File: config.mk
export PLATFORM = sky130hd
export DESIGN_NAME = xs_sdr_rom_arbiter
export DESIGN_NICKNAME = d
export VERILOG_FILES = /design/src/rtl/xs_sdr_pkg.sv /design/src/rtl/xs_arb_picker.sv /design/src/rtl/xs_sdr_rom_arbiter.sv
export SDC_FILE = /design/constraint.sdc
export NUM_CORES = 1
export LEC_CHECK = 0
export ABC_CLOCK_PERIOD_IN_PS = 7200
export BUFFER_PORTS_ARGS = -buffer_cell sky130_fd_sc_hd__buf_2
export CORE_MARGIN = 1.5
export CORE_UTILIZATION = 52
export DETAILED_ROUTE_END_ITERATION = 10
export HOLD_SLACK_MARGIN = 0.1
export PLACE_DENSITY = 0.89
export SLEW_MARGIN = 25
export SYNTH_ARGS = -nofsm -noshare
export SYNTH_HDL_FRONTEND = slang
export SYNTH_HIERARCHICAL = 1
export SYNTH_SLANG_ARGS = --single-unit
File: constraint.sdc
create_clock -name CLK -period 7.2 [get_ports CLK]
set_clock_uncertainty 0.15 [all_clocks]
set_input_delay 0 -clock CLK [delete_from_list [all_inputs] [get_ports CLK]]
set_output_delay 0 -clock CLK [all_outputs]
set_load 0.05 [all_outputs]
File: src/rtl/xs_sdr_pkg.sv
// Shared types and helpers for the SDRAM ROM read arbiter.
package xs_sdr_pkg;
  typedef enum logic {IDLE = 1'b0, WAIT = 1'b1} state_t;

  localparam int ARB_FIXED = 0;
  localparam int ARB_RR    = 1;

  function automatic logic [2:0] onehot2idx(input logic [7:0] oh);
    logic [2:0] r;
    r = '0;
    for (int i = 0; i < 8; i++)
      if (oh[i]) r = 3'(i);
    return r;
  endfunction
endpackage

File: src/rtl/xs_arb_picker.sv
// Combinational grant picker: fixed lowest-index or round-robin from rr_ptr.
module xs_arb_picker
  import xs_sdr_pkg::*;
#(
  parameter int NCH  = 5,
  parameter int MODE = ARB_RR,
  parameter int PW   = (NCH > 1) ? $clog2(NCH) : 1
) (
  input  logic [NCH-1:0] elig,
  input  logic [PW-1:0]  rr_ptr,
  output logic           gnt_vld,
  output logic [PW-1:0]  gnt
);
  logic [7:0] oh;

  // Scan in priority order; the first eligible channel found wins.
  always_comb begin
    int idx;
    oh  = '0;
    idx = 0;
    for (int k = 0; k < NCH; k++) begin
      idx = (MODE == ARB_FIXED) ? k : (int'(rr_ptr) + k) % NCH;
      if (elig[PW'(idx)] && oh == '0) oh[3'(idx)] = 1'b1;
    end
  end

  assign gnt_vld = |oh;
  assign gnt     = PW'(onehot2idx(oh));
endmodule

File: src/rtl/xs_sdr_rom_arbiter.sv
// N-channel ROM read arbiter onto one SDRAM read port, with a per-channel
// last-word cache and a hold input that freezes new grants.
module xs_sdr_rom_arbiter
  import xs_sdr_pkg::*;
#(
  parameter int NCH      = 5,
  parameter int AW       = 25,
  parameter int DW       = 16,
  parameter int MODE     = 1,
  parameter int CACHE_EN = 1
) (
  input  logic              CLK,
  input  logic              RST,
  input  logic [NCH*AW-1:0] ch_addr,
  input  logic [NCH-1:0]    ch_req,
  output logic [NCH-1:0]    ch_rdy,
  output logic [DW-1:0]     ch_dout,
  input  logic [NCH-1:0]    ch_inv,
  input  logic              hold,
  output logic [AW-1:0]     mem_addr,
  output logic              mem_req,
  input  logic              mem_rdy,
  input  logic [DW-1:0]     mem_dout,
  output logic              busy
);
  localparam int PW = (NCH > 1) ? $clog2(NCH) : 1;

  state_t                  state, state_nx;
  logic [NCH-1:0][AW-1:0]  addr_v, c_addr;
  logic [NCH-1:0][DW-1:0]  c_data;
  logic [NCH-1:0]          guard, elig, valid;
  logic [PW-1:0]           rr_ptr, gnt, cur;
  logic [AW-1:0]           gnt_addr;
  logic                    gnt_vld, hit, do_hit, do_issue, do_fill;

  assign addr_v   = ch_addr;
  assign elig     = ch_req & ~guard & ~{NCH{hold}};
  assign gnt_addr = addr_v[gnt];
  assign hit      = (CACHE_EN != 0) && valid[gnt] && (c_addr[gnt] == gnt_addr);

  xs_arb_picker #(.NCH(NCH), .MODE(MODE), .PW(PW)) u_pick (
    .elig    (elig),
    .rr_ptr  (rr_ptr),
    .gnt_vld (gnt_vld),
    .gnt     (gnt)
  );

  always_ff @(posedge CLK) begin
    if (RST) state <= IDLE;
    else     state <= state_nx;
  end

  always_comb begin
    state_nx = state;
    case (state)
      IDLE:    if (gnt_vld && !hit) state_nx = WAIT;
      WAIT:    if (mem_rdy) state_nx = IDLE;
      default: state_nx = IDLE;
    endcase
  end

  always_comb begin
    do_hit   = 1'b0;
    do_issue = 1'b0;
    do_fill  = 1'b0;
    case (state)
      IDLE: begin
        do_hit   = gnt_vld && hit;
        do_issue = gnt_vld && !hit;
      end
      WAIT:    do_fill = mem_rdy;
      default: ;
    endcase
  end

  assign busy = (state != IDLE);

  always_ff @(posedge CLK) begin
    if (RST) begin
      ch_rdy   <= '0;
      ch_dout  <= '0;
      mem_addr <= '0;
      mem_req  <= 1'b0;
      rr_ptr   <= '0;
      valid    <= '0;
      guard    <= '0;
      cur      <= '0;
    end else begin
      guard  <= ch_rdy;
      ch_rdy <= '0;
      valid  <= valid & ~ch_inv;
      if (state == IDLE && gnt_vld)
        rr_ptr <= (gnt == PW'(NCH-1)) ? '0 : gnt + PW'(1);
      if (do_hit) begin
        ch_rdy[gnt] <= 1'b1;
        ch_dout     <= c_data[gnt];
      end
      if (do_issue) begin
        cur      <= gnt;
        mem_addr <= gnt_addr;
        mem_req  <= 1'b1;
      end
      // A coincident invalidate keeps the entry empty but still returns data.
      if (do_fill) begin
        mem_req     <= 1'b0;
        ch_dout     <= mem_dout;
        ch_rdy[cur] <= 1'b1;
        valid[cur]  <= ~ch_inv[cur];
      end
    end
  end

  always_ff @(posedge CLK) begin
    if (do_fill) begin
      c_addr[cur] <= mem_addr;
      c_data[cur] <= mem_dout;
    end
  end
endmodule
## Word level (Yosys, flattened, before mapping)

Index checks and enable logic that the tools add are counted.

| cells by class | value |
|---|---|
| eq/ne operators | 2 |
| reduce and logical (&&, ||, !) cells | 23 |
| mux-type cells | 71 |
| magnitude comparators | 14 |
| add/sub/neg operators | 5 |
| bitwise logic cells | 13 |
| divide/modulo/power cells | 5 |

Operators with widths:

| kind | number |
|---|---|
| binary-select mux 25 bit (select 3 bit) | 2 |
| remainder unit 32 x 4 -> 32 bit (second input constant) | 4 |
| bitwise mux 125 bit | 1 |
| bitwise mux 80 bit | 1 |
| demux 25 bit (select 3 bit) | 1 |
| two-way mux 25 bit | 3 |
| two-way mux 16 bit | 4 |
| binary-select mux 16 bit (select 3 bit) | 1 |
| demux 16 bit (select 3 bit) | 1 |
| two-way mux 8 bit | 5 |
| logical NOT 8 bit | 4 |
| remainder unit 4 x 4 -> 32 bit (second input constant) | 1 |
| bitwise OR 8 bit | 4 |
| equality test 25 bit | 1 |
| < comparator 3 x 5 -> 1 bit (second input constant) | 5 |
| two-way mux 1 bit | 25 |
| binary-select mux 1 bit (select 3 bit) | 7 |
| demux 1 bit (select 3 bit) | 7 |
| >= comparator 3 x 1 -> 1 bit (second input constant) | 7 |
| two-way mux 5 bit | 4 |
| AND 5 bit | 3 |
| logical AND 1 bit | 15 |
| two-way mux 3 bit | 5 |
| inverter 5 bit | 3 |
| other kinds (15) | 19 |

| word-level totals | value |
|---|---|
| input bits | 155 |
| output and inout port bits | 48 |
| register bits | 269 |

## Depth between registers and ports, before layout

| logic depth | value |
|---|---|
| word-level depth | 36 |
| gate-level depth with buffers | 34 |
| gate-level depth less buffers | 27 |

## Cells and area by module

The synthesis kept the hierarchy.

Modules (own cells, without submodules):

| module | times used | area each (sq um) | cells each |
|---|---|---|---|
| xs_sdr_rom_arbiter | 1 | 12,304.3 | 950 |
| xs_arb_picker | 1 | 1,535.2 | 186 |

## Worst setup path after synthesis

OpenSTA, ideal clock, no wires.

| timing | value |
|---|---|
| path kind | flip-flop to flip-flop |
| from | register rr_ptr[0] |
| to | register mem_addr[16] |
| cell stages (with the launch flop) | 31 |
| setup slack | 0.467 ns |
| required time | 6.929 ns |
| arrival | 6.461 ns |
| cells stage by stage | dfxtp_1 -> clkbuf_8 -> inv_2 -> ha_1 -> xnor2_2 -> inv_2 -> ha_1 -> nor2_1 -> a21oi_1 -> xnor2_1 -> inv_1 -> ha_1 -> nand2b_1 -> o211ai_1 -> o211ai_2 -> o41ai_1 -> nor3_2 -> a21o_1 -> a211o_1 -> o31ai_1 -> buf_6 -> buf_6 -> mux2_2 -> a221o_1 -> nand2_1 -> xnor2_1 -> nand4_1 -> nor4_4 -> a21oi_4 -> buf_6 -> mux2_4 |

| on the way | value |
|---|---|
| word-level cells in the longest chain between the ends | 32 |
| elaborated cells between the ends (all ways) | 85 |
| classes of those cells | 4 x add/sub; 5 x div; 10 x order compare; 1 x eq/ne; 44 x mux; 4 x bitwise; 17 x reduce/logical |

RTL lines:

| item | RTL line | RTL |
|---|---|---|
| start: declaration | xs_sdr_rom_arbiter.sv:32 | `logic [PW-1:0] rr_ptr, gnt, cur;` |
| start signal: assignment | xs_sdr_rom_arbiter.sv:93 | `rr_ptr <= (gnt == PW'(NCH-1)) ? '0 : gnt + PW'(1);` |
| parallel branches: the longest is 17 deep, another holds remainder unit 32 x 4 -> 32 bit | n/a |  |
| two-way mux 8 bit * | xs_arb_picker.sv:23 | `if (elig[PW'(idx)] && oh == '0) oh[3'(idx)] = 1'b1;` |
| two-way mux 1 bit | xs_sdr_pkg.sv:12 | `if (oh[i]) r = 3'(i);` |
| two-way mux 2 bit (2 in a row) | xs_sdr_pkg.sv:12 |  |
| two-way mux 3 bit (3 in a row) | xs_sdr_pkg.sv:12 |  |
| two-way mux 3 bit * | xs_sdr_pkg.sv:12 |  |
| via gnt[0] | xs_sdr_rom_arbiter.sv:32 |  |
| binary-select mux 25 bit (select 3 bit), on equally long branches | xs_sdr_rom_arbiter.sv:39, xs_sdr_rom_arbiter.sv:38 |  |
| two-way mux 25 bit, on equally long branches | xs_sdr_rom_arbiter.sv:39, xs_sdr_rom_arbiter.sv:38 |  |
| equality test 25 bit | xs_sdr_rom_arbiter.sv:39 | `assign hit = (CACHE_EN != 0) && valid[gnt] && (c_addr[gnt] == gnt_addr);` |
| logical AND 1 bit | xs_sdr_rom_arbiter.sv:39 |  |
| logical NOT 1 bit | xs_sdr_rom_arbiter.sv:69 | `do_issue = gnt_vld && !hit;` |
| logical AND 1 bit | xs_sdr_rom_arbiter.sv:69 |  |
| two-way mux 1 bit | xs_sdr_rom_arbiter.sv:66 | `case (state)` |
| end signal: assignment | xs_sdr_rom_arbiter.sv:100 | `mem_addr <= gnt_addr;` |
| end: declaration | xs_sdr_rom_arbiter.sv:20 | `output logic [AW-1:0] mem_addr,` |

Mark *: on every way through the listed nets, which the timed path passes. The select of a mux whose other input is x is not followed.
A chain may end at the register's enable or synchronous reset.

## Worst setup path after layout

| timing | value |
|---|---|
| from | register rr_ptr[0] |
| to | register ch_dout[7] |

| on the way | value |
|---|---|
| word-level cells in the longest chain between the ends | 32 |
| elaborated cells between the ends (all ways) | 89 |
| classes of those cells | 4 x add/sub; 5 x div; 10 x order compare; 1 x eq/ne; 48 x mux; 4 x bitwise; 17 x reduce/logical |

RTL lines:

| item | RTL line | RTL |
|---|---|---|
| parallel branches: the longest is 17 deep, another holds remainder unit 32 x 4 -> 32 bit | n/a |  |
| two-way mux 8 bit * | xs_arb_picker.sv:23 |  |
| two-way mux 1 bit | xs_sdr_pkg.sv:12 |  |
| two-way mux 2 bit (2 in a row) | xs_sdr_pkg.sv:12 |  |
| two-way mux 3 bit (3 in a row) | xs_sdr_pkg.sv:12 |  |
| two-way mux 3 bit * | xs_sdr_pkg.sv:12 |  |
| via gnt[0] | xs_sdr_rom_arbiter.sv:32 |  |
| binary-select mux 25 bit (select 3 bit), on equally long branches | xs_sdr_rom_arbiter.sv:39, xs_sdr_rom_arbiter.sv:38 |  |
| two-way mux 25 bit, on equally long branches | xs_sdr_rom_arbiter.sv:39, xs_sdr_rom_arbiter.sv:38 |  |
| equality test 25 bit | xs_sdr_rom_arbiter.sv:39 |  |
| logical AND 1 bit | xs_sdr_rom_arbiter.sv:39 |  |
| logical AND 1 bit | xs_sdr_rom_arbiter.sv:68 | `do_hit = gnt_vld && hit;` |
| two-way mux 1 bit | xs_sdr_rom_arbiter.sv:66 |  |
| nonzero test 2 bit (no line) | n/a |  |
| end signal: assignment | xs_sdr_rom_arbiter.sv:96 | `ch_dout <= c_data[gnt];` |
| end signal: assignment | xs_sdr_rom_arbiter.sv:106 | `ch_dout <= mem_dout;` |
| end: declaration | xs_sdr_rom_arbiter.sv:17 | `output logic [DW-1:0] ch_dout,` |

Marks and branches as above.

==> results.tsv <==
metric	value	unit
outcome	complete, but fails checks	
violations	max-slew violations	
drv_slew	15	
cts.path.max_buffers	3	
max_cap_violations	0	
die_width	165.9	µm
grt_max_degree	74	
holdWs	0.1049	ns
port_buffers	201	
drtAntennaViolNets	0	
hpwl	24750	µm
fin_cells	1825	
clock_power_share	0.157	
first_global_vias	11560	
seqPwrFrac	0.208	
wl	43960	µm
clock.fmax	140.8	MHz
io_pins	203	
grt_pass1_wl	62870	µm
p_sw_frac	0.4331	
ys_warn_count	6	
drive_above_1_share	0.3304	
htreeDepth	1	
worstPathRequired	7.43	ns
grt-ovfl-total	0	
internal_power	5.411	mW
ir_drop	0.0003310	V
p_leak	6.681	nW
slowest_delay	0.54	ns
first_pass_iters	8	
clkTransAtPathRegs	0.07	ns
row_count	59	
combPwrFrac	0.635	
syn_inst	1133	
post_drt_via_cell_ratio	6.458	
cts-root-buf	clkbuf_16	
synth_area	0.01381	mm²
fin_setup_tns	0	ns
drtIter0Drc	1735	
initial_core_util	0.5298	
gp_congestion	0.9078	
period_share	0.9862	
min_path_type	primary input to register	
relSlewSlack	-0.1076	
slowest_stage	or4_4	
powerDensity	536.6	mW/mm²
clk_latency	0.57	ns
antenna_found_initial	1	
seq_area	0.007428	mm²
synthToLayoutAreaGrowth	28.83	%
worstPathMaxFanout	18	
reg2reg_slack	0.1	ns
die_y	165.9	µm
stdcell_area	0.01779	mm²
placed_area	0.01546	mm²
coreArea	0.02606	mm²
startpoint_type	register	
cts_buffers	28	
cp-end-kind	register	
hold_viol	0	
dp.cells	1667	
power	9.544	mW
syn-num-nets	1316	
period_minus_slack	7.101	ns
cts_tree	built	
vias	11790	
post_drt_wl_per_cell	24.09	µm
final_nets	1650	
fillers	1629	
syn_area_per_cell	12.19	µm²
arrival	7.33	ns
cts.sinks	268	
critPathKind	register to register	
setup_violations	0	
dieArea	0.02754	mm²
grtUsageTotal	0.2876	
multi_input_area	0.006160	mm²
p_switching	4.134	mW
drc	0	
worst_slew_pin_slew	1.658	ns
## flip-flops by register name, summed over array words and instances, names as in the netlist, 3 cells and up
register  cells
c_addr      125
c_data       80
ch_dout      16
ch_rdy        5
cur           3
guard         4
mem_addr     25
rr_ptr        3
valid         5
## path summary, 6_finish.rpt
kind                                    from          to  cells after the start
worst min register to register     ch_rdy[2]    guard[2]                      1
worst max register to register     rr_ptr[0]  ch_dout[7]                     32
worst max-delay path               rr_ptr[0]  ch_dout[7]                     32
worst min-delay path            mem_dout[13]  c_data[45]                      2
## layer usage
layer / global-route usage / wire length [µm]
met1: 0.3459 / 15440
met2: 0.4937 / 21100
met3: 0.05005 / 4548
met4: 0.1532 / 2863
met5: 0 / 0
## metrics by stage
stage          utilization  setup WS, ns
2_1_floorplan            -        0.4673
3_3_place_gp        0.5929       0.05577
3_5_place_dp        0.5934       -0.2510
4_1_cts             0.6623     0.0008464
5_1_grt             0.6825       -0.2006
6_report            0.6825       0.09938
## power groups by stage
stage / combinational [mW] / sequential, mW / clock [mW]
2_1_floorplan: 3.44 / 2.15 / 0
3_3_place_gp: 4.77 / 1.98 / 0
3_5_place_dp: 4.91 / 1.99 / 0
4_1_cts: 5.29 / 1.97 / 1.47
5_1_grt: 6.32 / 2.00 / 1.54
6_report: 6.07 / 1.98 / 1.49
## cell usage in the layout, fill, tap and decap left out, types with 29 or more instances in the layout
master	instances
a21oi_1	76
buf_2	201
buf_4	88
clkbuf_16	31
dfxtp_1	60
dlygate4sd3_1	78
edfxtp_1	205
mux2_2	41
mux2i_1	96
nand2_1	55
nand2b_1	29
nor2_1	59
nor2b_1	30
o21ai_0	35
## area by class of cell
| class | count | share of cell area |
|---|---|---|
| sequential | 268 | 0.4177 |
| clock inverter | 9 | 0.007175 |
| clock buffer | 43 | 0.04601 |
| antenna | 1 | 0.0001407 |
| timing repair buffer | 380 | 0.1515 |
| inverter | 33 | 0.007598 |
| multi-input combinational | 756 | 0.3463 |
| tap | 335 | 0.02357 |
## what timing repair did
action                                  4_1_cts  5_1_grt
buffers inserted                              4       21
gates resized for setup                       7       61
endpoints found under the setup margin       50       50
pin swaps                                     1       17
hold endpoints to repair                    145        1
hold buffers                                 78        1
cloned                                        0        2
## worst max-delay path, delay by kind of cell, from the launching register on
kind / cells / cell delay [ns]
muxes: 1 / 0.39
xor gates and xnor gates: 3 / 0.61
AOI/OAI and AO/OA: 10 / 2.05
adders and majority gates: 3 / 0.66
and+or+nand+nor: 7 / 1.58
DFF: 1 / 0.39
buffers and inverters: 8 / 1.07
Note: power is estimated with default switching activity, not from simulation.
